--- src/rtl/vga_pkg.sv ---
// VGA 640x480@60 timing constants and game-step rate table.
// Shared by vga_timing_gen and vga_sync.
package vga_pkg;

    localparam int H_DISP  = 640;
    localparam int H_FP    = 16;
    localparam int H_SYNC  = 96;
    localparam int H_BP    = 48;
    localparam int H_TOTAL = H_DISP + H_FP + H_SYNC + H_BP;

    localparam int V_DISP  = 480;
    localparam int V_FP    = 10;
    localparam int V_SYNC  = 2;
    localparam int V_BP    = 33;
    localparam int V_TOTAL = V_DISP + V_FP + V_SYNC + V_BP;

    localparam int CLK_DIV_DEF = 2;

    typedef enum logic [1:0] {
        SPD_30 = 2'b00,
        SPD_15 = 2'b01,
        SPD_8  = 2'b10,
        SPD_4  = 2'b11
    } speed_t;

    // Frames per game step for a given speed select.
    function automatic logic [4:0] speed_period(input logic [1:0] sel);
        logic [4:0] p;
        p = 5'd30;
        unique case (sel)
            SPD_30: p = 5'd30;
            SPD_15: p = 5'd15;
            SPD_8:  p = 5'd8;
            SPD_4:  p = 5'd4;
        endcase
        return p;
    endfunction

endpackage

--- src/rtl/vga_pix_div.sv ---
// Pixel-rate divider: one-clock pix_tick every CLK_DIV system clocks.
// CLK_DIV=1 leaves the counter at zero and the tick permanently high.
module vga_pix_div #(
    parameter int CLK_DIV = 2
) (
    input  logic clk,
    input  logic rst_n,
    output logic pix_tick
);

    localparam logic [3:0] DIV_MAX = 4'(CLK_DIV - 1);

    logic [3:0] div_cnt;

    // Free-running modulo-CLK_DIV counter.
    always_ff @(posedge clk or negedge rst_n) begin
        if (!rst_n) begin
            div_cnt <= '0;
        end else if (div_cnt == DIV_MAX) begin
            div_cnt <= '0;
        end else begin
            div_cnt <= div_cnt + 4'd1;
        end
    end

    assign pix_tick = (div_cnt == DIV_MAX);

endmodule

--- src/rtl/vga_timing_gen.sv ---
// VGA raster counters plus frame-based game-step tick generator.
// Pulses are compares of registered state; inputs are registered first.
module vga_timing_gen #(
    parameter int CLK_DIV = vga_pkg::CLK_DIV_DEF,
    parameter int H_TOTAL = vga_pkg::H_TOTAL,
    parameter int V_TOTAL = vga_pkg::V_TOTAL
) (
    input  logic       clk,
    input  logic       rst_n,
    input  logic [1:0] speed_sel,
    input  logic       pause,
    output logic       pix_tick,
    output logic [9:0] h_count,
    output logic [9:0] v_count,
    output logic       line_end,
    output logic       frame_end,
    output logic       game_tick
);

    import vga_pkg::*;

    localparam logic [9:0] H_MAX = 10'(H_TOTAL - 1);
    localparam logic [9:0] V_MAX = 10'(V_TOTAL - 1);

    logic [1:0] speed_q;
    logic       pause_q;
    logic [4:0] frm_cnt;
    logic [4:0] per_q;
    logic [4:0] per_new;
    logic       tick_hit;

    vga_pix_div #(
        .CLK_DIV (CLK_DIV)
    ) u_div (
        .clk      (clk),
        .rst_n    (rst_n),
        .pix_tick (pix_tick)
    );

    assign line_end  = pix_tick && (h_count == H_MAX);
    assign frame_end = line_end && (v_count == V_MAX);

    assign per_q    = speed_period(speed_q);
    assign per_new  = speed_period(speed_sel);
    // >= rather than == so a count stranded above a shorter new period
    // still fires on the following frame instead of wrapping 5 bits.
    assign tick_hit = (frm_cnt >= 5'(per_q - 5'd1));

    assign game_tick = frame_end && !pause_q && tick_hit;

    // Horizontal pixel counter, advances once per pixel period.
    always_ff @(posedge clk or negedge rst_n) begin
        if (!rst_n) begin
            h_count <= '0;
        end else if (pix_tick) begin
            if (h_count == H_MAX) begin
                h_count <= '0;
            end else begin
                h_count <= h_count + 10'd1;
            end
        end
    end

    // Vertical line counter, advances at the end of each line.
    always_ff @(posedge clk or negedge rst_n) begin
        if (!rst_n) begin
            v_count <= '0;
        end else if (line_end) begin
            if (v_count == V_MAX) begin
                v_count <= '0;
            end else begin
                v_count <= v_count + 10'd1;
            end
        end
    end

    // Pause is sampled so it never reaches game_tick combinationally.
    always_ff @(posedge clk or negedge rst_n) begin
        if (!rst_n) begin
            pause_q <= 1'b0;
        end else begin
            pause_q <= pause;
        end
    end

    // Speed select only changes at frame boundaries.
    always_ff @(posedge clk or negedge rst_n) begin
        if (!rst_n) begin
            speed_q <= 2'b00;
        end else if (frame_end) begin
            speed_q <= speed_sel;
        end
    end

    // Frame counter: wraps on a tick, clears if the new period is shorter.
    always_ff @(posedge clk or negedge rst_n) begin
        if (!rst_n) begin
            frm_cnt <= '0;
        end else if (frame_end && !pause_q) begin
            if (tick_hit) begin
                frm_cnt <= '0;
            end else if (per_new <= frm_cnt) begin
                frm_cnt <= '0;
            end else begin
                frm_cnt <= frm_cnt + 5'd1;
            end
        end
    end

endmodule
--- config.mk ---
export PLATFORM = sky130hd
export DESIGN_NAME = vga_timing_gen
export DESIGN_NICKNAME = d
export VERILOG_FILES = /design/src/rtl/vga_pkg.sv /design/src/rtl/vga_pix_div.sv /design/src/rtl/vga_timing_gen.sv
export SDC_FILE = /design/constraint.sdc
export NUM_CORES = 1
export LEC_CHECK = 0
export CORE_MARGIN = 1
export CORE_UTILIZATION = 45
export DETAILED_ROUTE_END_ITERATION = 10
export GPL_TIMING_DRIVEN = 0
export PLACE_DENSITY = 0.69
export SLEW_MARGIN = 20
export SYNTH_ARGS = -nofsm -noshare
export SYNTH_HDL_FRONTEND = slang
export SYNTH_SLANG_ARGS = --single-unit
--- constraint.sdc ---
create_clock -name clk -period 3.3 [get_ports clk]
set_clock_uncertainty 0.15 [all_clocks]
set_input_delay 0.495 -clock clk [delete_from_list [all_inputs] [get_ports clk]]
set_output_delay 0.495 -clock clk [all_outputs]
set_load 0.005 [all_outputs]
==> results of run 1 <==
==> worst max-delay path, cell delays in order (launching register included) <==
cell	delay (ps)
dfrtp_1	410
inv_1	80
ha_1	140
or3b_2	480
nor4_4	250
buf_4	150
and2_1	190
clkdlybuf4s50_1	520
==> worst paths after layout <==
| path | start | endpoint | slack, ps |
|---|---|---|---|
| setup / recovery | v_count[1] | frame_end | 170 |
| hold / removal | rst_n | h_count[3] | 110 |
| setup reg to reg | v_count[1] | frm_cnt[3] | 850 |
| hold reg to reg | u_div.div_cnt[3] | u_div.div_cnt[3] | 350 |
| max in group asynchronous | rst_n | v_count[8] | 2430 |
| min in group clk | u_div.div_cnt[3] | u_div.div_cnt[3] | 350 |
==> stage by stage <==
| stage | setup WS, ps | instances | total power [mW] | hold slack [ps] |
|---|---|---|---|---|
| 2_1_floorplan | 988 | 188 | 0.409 | 49.4 |
| 3_3_place_gp | 294 | 264 | 0.423 | 319 |
| 3_5_place_dp | 282 | 264 | 0.425 | 347 |
| 4_1_cts | 45.2 | 274 | 0.827 | 140 |
| 5_1_grt | 15.3 | 275 | 0.852 | 168 |
| 6_report | 166 | 275 | 0.817 | 114 |
==> logic make-up (layout without fill, tap and decap cells) <==
group	Yosys count	after routing	synth area share
simple gates	77	77	0.238
flops	32	32	0.437
compound gates	28	28	0.0949
buf+inv	20	59	0.0464
fa+ha+maj	14	14	0.0956
xor+xnor	13	13	0.0621
mux	4	4	0.0259
==> power groups by stage <==
stage	combinational (mW)	sequential, mW	clock, mW
after floorplan	0.00852	0.400	0
after global placement	0.0231	0.400	0
after detailed placement	0.0244	0.400	0
after CTS	0.0244	0.393	0.410
after global routing	0.0275	0.393	0.432
final	0.0236	0.393	0.400
==> sequential cells by signal, summed over array words and instances (netlist names) <==
name,flops
frm_cnt,5
h_count,10
pause_q,1
speed_q,2
u_div.div_cnt,4
v_count,10
==> Yosys cell counts, types with 3 or more instances <==
cell and n:
xor2_1 3, o21ai_0 11, ha_1 14, inv_1 15, nand2_1 22, dfrtp_1 32, nand2b_1 6, a41oi_1 3
and3_1 6, nand3_1 11, nor2_1 9, nand4_1 5, xnor2_1 10, a21oi_1 3, o22ai_1 4, or2_2 3
==> area by class of cell <==
class	count	area [sq um]	share of cell area
Buffer	4	23.8	0.0102
Clock buffer	7	96.3	0.0415
Clock inverter	1	30.0	0.0129
Inverter	16	61.3	0.0264
Multi-Input combinational cell	136	952	0.410
Sequential cell	32	801	0.345
Tap cell	48	60.1	0.0259
Timing Repair Buffer	31	298	0.128
==> routing by layer <==
| layer | GRT usage | share of wire | vias to the layer above |
|---|---|---|---|
| li1 | - | - | 730 |
| met1 | 0.273 | 0.46 | 715 |
| met2 | 0.327 | 0.49 | 31 |
| met3 | 0.0500 | 0.040 | 5 |
| met4 | 0.0489 | 0.0079 | 0 |
| met5 | 0 | 0 | - |
==> repair_timing <==
action                     4_1_cts  5_1_grt
setup endpoints to repair        1        2
resized for setup                0        1
setup buffers                    2        1
pin swaps                        1        0
==> run metrics, run 1 <==
worst-path fanout max=4; Post-synth EDFFs=0; maximum VDD drop=~240 uV; max-cap check violation count=0; status=finished, final reports clean; Avg Vias per Cell=approximately 5.4; post-route cell area=2320 sq um; FILL cells=299; most frequent cells in the layout=dfrtp_1, clkdlybuf4s50_1, nand2_1; CTS tree=done; Total Wirelength=3790 microns; std cell rows=22; Seq/Total Area, Yosys=0.437; critical path endpoint category=primary output; initial DRC count=48; final setup violation count=0; wire per inst=between 10 and 15 microns; ys flop type=dfrtp_1; Mapped Cells=188; top cell type's share of synthesized area=0.437; Avg Cell Area, Syn=approximately 10 sq um; GRT Total Usage=0.203; Rel. slew slack=0.530; pin count of the biggest net entering global routing=33; Area growth syn-to-layout=26.7%; vias in the first global route=1437; critical path class=flip-flop to primary output; Max Freq=between 300 and 400 MHz; DP HPWL=between 2000 and 3000 microns; Synth Cell Area=1830 sq um; CTS Sinks=32; antenna violations before repair=0; combinational power share=0.029; Clock power frac=0.490; Slew Limit Fails=0; Die Span Y=~66 microns; min Tclk post-route=approximately 3100 ps; ys async rst share=1.00; Slew @ Worst Pin=706 ps; # port buffers=28; gpl congestion=between 0.8 and 0.9; Via Count=between 1000 and 1500; cts bufs inserted=5; Worst setup SP type=flip-flop; CTS Hold Bufs=0; share of layout cells above drive strength 1=0.123; final hold vios=0; DIE AREA=between 4000 and 5000 sq um; clk buf depth=2; Die W=roughly 66 microns; first-pass GRT wire length=roughly 6600 microns; synth unique cells=a little over 40; Worst EP required=2650 ps; Util after Layout=0.616; Post-Syn Nets=~210; Core Area=between 3000 and 4000 sq um; commonest non-fill, non-tap cell in the layout=dfrtp_1; Leak Pwr=roughly 1.1 nW; Post-DRT Antenna Nets=0; power density cells=~350 nW/um^2; Synth Warn #=0; H-tree depth=2; Int Pwr=667 uW; number of top-level pins=29; area leader, netlist=dfrtp_1; R2R cell count=9; Period Utilization, post-route=0.950; Worst-path clk slew=60 ps; WP data arrival=around 2500 ps; DR pass1 iterations=4; DR DRC count=0; TNS Setup=0 ps; Hold Path Class=primary input to async pin; Antenna Cells=0; Initial Util=0.486; sw power=~150 uW; RSZ-0062 raised after global routing=no; top cells by area, synth=dfrtp_1, ha_1, xnor2_1; Nets=around 250; Root Driver=clkbuf_8; Seq pwr share=0.481; Yosys reg bits=32; post-place instance area=2170 sq um; worst-skew pair later-pin latency=around 280 ps; switching share of total power=0.183; remaining global-route overflow=0
Note: power is estimated with default switching activity, not from simulation.
==> run 2, diff against run 1 <==
- CORE_UTILIZATION: 45 -> 57
- PLACE_DENSITY: 0.69 -> 0.84
==> run metrics, run 2 (synthesis results as in run 1) <==
DR WL met3=around 110 microns; Leak Pwr=a little over 1 nW; antenna violations before repair=0; Core Area=about 3100 sq um; M1 WL=roughly 1700 microns; DR DRC count=0; Seq. cell area=around 800 sq um; Total Wirelength=around 3700 microns; worst-path fanout max=10; Die Span Y=58.7 microns; share of layout cells above drive strength 1=0.124; Via Count=1439; most frequent cells in the layout=dfrtp_1, clkdlybuf4s50_1, nand2_1; Multi-input gate area=957 sq um; Slew @ Worst Pin=704 ps; CTS Hold Bufs=0; Post-DRT Antenna Nets=0; Period Utilization, post-route=0.961; cts bufs inserted=5; wire per inst=13.7 microns; DIE AREA=around 3400 sq um; Nets=approximately 240; Antenna Cells=0; vias in the first global route=approximately 1400; H-tree depth=2; Avg Vias per Cell=around 5.3; clk buf depth=2; first-pass GRT wire length=6180 microns; remaining global-route overflow=0; min Tclk post-route=between 3000 and 4000 ps; GRT Total Usage=0.247; Area growth syn-to-layout=22.9%; max-cap check violation count=0; DR pass1 iterations=4; worst-skew pair later-pin latency=330 ps; Root Driver=clkbuf_4; Initial Util=0.600; Max Freq=315 MHz; CTS Sinks=32; DR top layer=met4; # port buffers=28; final setup violation count=0; Regs by FF count=h_count x10, v_count x10, frm_cnt x5; Worst setup SP type=flip-flop; TNS Setup=0 ps; Worst EP required=~2700 ps; DP HPWL=2780 microns; critical path endpoint category=primary output; final hold vios=0; power density cells=288 nW/um^2; CTS tree=done; status=finished, final reports clean; critical path class=flip-flop to primary output; post-route cell area=approximately 2300 sq um; Power Total=about 650 uW; FILL cells=roughly 250; pin count of the biggest net entering global routing=33; initial DRC count=29; Rel. slew slack=0.531; commonest non-fill, non-tap cell in the layout=dfrtp_1; Slew Limit Fails=0; Max stage delay on crit path=around 560 ps; Worst-path clk slew=100 ps; std cell rows=20; gpl congestion=~0.8; number of top-level pins=29; WP data arrival=approximately 2500 ps; RSZ-0062 raised after global routing=no; Die W=a little under 60 microns; post-place instance area=2160 sq um; CP max-delay cell=or4b_1; CP Cell Sequence=or4b_1 -> buf_6 -> nor2_8 -> nand2_2 -> clkinv_2 -> clkbuf_4 -> clkdlybuf4s50_1; Hold Path Class=primary input to async pin; met2 wire length=approximately 1900 microns; maximum VDD drop=around 270 uV
==> run 2: metrics by stage <==
stage / setup slack, ps / utilization / hold WS (ps) / cells
after detailed placement: 293 / 0.709 / 334 / 260
after floorplan: 988 / - / 49.4 / 188
final: 129 / 0.738 / 51.5 / 270
after CTS: 46.9 / 0.735 / 67.2 / 270
after global routing: 5.70 / 0.738 / 85.5 / 270
after global placement: 329 / 0.710 / 321 / 260
==> run 2: per-layer routing <==
layer | GRT usage | up-vias
li1 | - | 725
met1 | 0.299 | 686
met2 | 0.422 | 24
met3 | 0.0747 | 4
met4 | 0.0816 | 0
met5 | 0 | -
==> run 2: layout make-up <==
cell class	count	share of cell area
tap	44	0.0244
sequential	32	0.356
buffer	4	0.0117
clock buffer	6	0.0228
multi-input combinational	136	0.425
clock inverter	2	0.00444
timing repair buffer	30	0.129
inverter	16	0.0272
==> run 2: final timing paths <==
check,startpoint,to,slack [ps],cells past startpoint
worst max register to register,v_count[1],frm_cnt[2],930,8
min in group clk,u_div.div_cnt[0],u_div.div_cnt[0],340,1
worst max-delay path,u_div.div_cnt[1],line_end,130,7
max in group asynchronous,rst_n,frm_cnt[0],2500,1
worst min register to register,u_div.div_cnt[0],u_div.div_cnt[0],340,1
worst min-delay path,rst_n,speed_q[1],50,1
==> run 2: where the power goes <==
group          switching [mW]  leakage [nW]  internal [mW]  total [mW]
Sequential           0.000201         0.420          0.392       0.393
Clock                   0.131        0.0380          0.101       0.232
Combinational          0.0156         0.563        0.00815      0.0237
==> run 2: worst max-delay path, delay by kind of cell (launching register included) <==
kind | cells | cell delay (ps)
buffers and inverters | 4 | 1000
flip-flops | 1 | 420
AND/OR/NAND/NOR | 3 | 780
==> run 2: repair_timing <==
item,CTS,global route
buffers inserted,2,0
endpoints found under the setup margin,1,3
gates resized for setup,1,2
pin swaps,1,2
==> run 3, diff against run 2 <==
- RECOVER_POWER: unset -> 50
- REMOVE_ABC_BUFFERS: unset -> 1
==> run metrics, run 3 (synthesis results as in run 1) <==
status=finished, violations left; failing checks=max-capacitance violations, max-slew violations; Slew @ Worst Pin=1650 ps; DR pass1 iterations=4; Leak Pwr=approximately 1.0 nW; Slew Limit Fails=33; Regs by FF count=h_count x10, v_count x10, frm_cnt x5; TNS Setup=0 ps; GRT Total Usage=0.252; Util after Layout=0.738; Period Utilization, post-route=0.973; CTS tree=done; Root Driver=clkbuf_4; commonest non-fill, non-tap cell in the layout=dfrtp_1; sw power=about 160 uW; CTS Sinks=32; Total Wirelength=approximately 3900 microns; most frequent cells in the layout=dfrtp_1, clkdlybuf4s50_1, nand2_1; Hold Path Class=flip-flop to flip-flop; Clock power frac=0.417; Rel. slew slack=-0.103; critical path class=flip-flop to primary output; DP HPWL=2890 microns; gpl congestion=just over 0.8; std cell rows=20; worst slack, placed=roughly 250 ps; R2R cell count=9; worst-path fanout max=14; DIE AREA=~3400 sq um; Placed Instances=around 260; antenna violations before repair=0; maximum VDD drop=around 430 uV; Avg Vias per Cell=roughly 5.6; remaining global-route overflow=0; max-cap check violation count=1; Hold WS=~370 ps; worst-skew pair later-pin latency=between 300 and 400 ps; Worst-path clk slew=about 100 ps; Die W=58.7 microns; final hold vios=0; Antenna Cells=0; Post-DRT Antenna Nets=0; WP data arrival=~2600 ps; RSZ-0062 raised after global routing=yes; Max Freq=around 310 MHz; clk buf depth=2; pin count of the biggest net entering global routing=33; Die Span Y=between 50 and 60 microns; post-route cell area=2250 sq um; final worst slack=between 80 and 90 ps; share of layout cells above drive strength 1=0.122; # port buffers=28; Seq pwr share=0.550; initial DRC count=~70; Initial Util=0.600; number of top-level pins=29; Power Total=between 700 and 800 uW; Worst setup SP type=flip-flop; critical path endpoint category=primary output; Worst EP required=approximately 2700 ps; min Tclk post-route=3210 ps; power density cells=317 nW/um^2; CTS Hold Bufs=0; first-pass GRT wire length=approximately 6300 microns; final setup violation count=0; Int Pwr=558 uW; Core Area=between 3000 and 4000 sq um; H-tree depth=2; post-place instance area=2140 sq um; Area growth syn-to-layout=22.9%; fin cells=~270; wire per inst=~15 microns; hold depth=1; Nets=between 200 and 250; Via Count=between 1000 and 1500; vias in the first global route=1477; DR DRC count=0; combinational power share=0.033; cts bufs inserted=5; switching share of total power=0.218
-- run 3: area by class of cell --
class | count | area [sq um]
sequential | 32 | 801
fill | 237 | 801
clock buffer | 5 | 37.5
clock inverter | 3 | 42.5
timing repair buffer | 30 | 289
tap | 44 | 55.1
multi-input combinational | 136 | 965
inverter | 16 | 62.6
-- run 3: timing repair --
action	CTS	global route
buffers inserted	1	1
setup endpoints to repair	2	2
gates resized for setup	2	3
pin swaps	2	1
-- run 3: path summary, 6_finish.rpt --
kind / endpoint / from / slack (ps)
worst max-delay path: frame_end / u_div.div_cnt[1] / 90
worst min-delay path: u_div.div_cnt[0] / u_div.div_cnt[0] / 370
worst max register to register: frm_cnt[2] / v_count[0] / 780
worst min register to register: u_div.div_cnt[0] / u_div.div_cnt[0] / 370
max in group asynchronous: h_count[8] / rst_n / 1630
min in group asynchronous: speed_q[0] / rst_n / 410
-- run 3: layer usage --
metal / global-route usage / vias to the layer above / routed length [microns]
met5: 0 / - / 0
met4: 0.143 / 0 / 86
met3: 0.0484 / 9 / 166
met2: 0.465 / 45 / 2050
met1: 0.269 / 717 / 1580
li1: - / 728 / -
-- run 3: power by group through the flow --
stage	Sequential, mW	Clock [mW]	Combinational, mW
finish	0.393	0.297	0.0232
global route	0.393	0.317	0.0262
CTS	0.393	0.306	0.0240
detailed placement	0.400	0	0.0239
global placement	0.400	0	0.0226
floorplan	0.400	0	0.00852
-- run 3: critical path, cell delays in order, from the launching register on --
cell and delay (ps):
dfrtp_1 430, or4b_4 620, nor2_8 150, nand2_2 110, inv_4 160, and2_1 220
clkdlybuf4s50_1 520
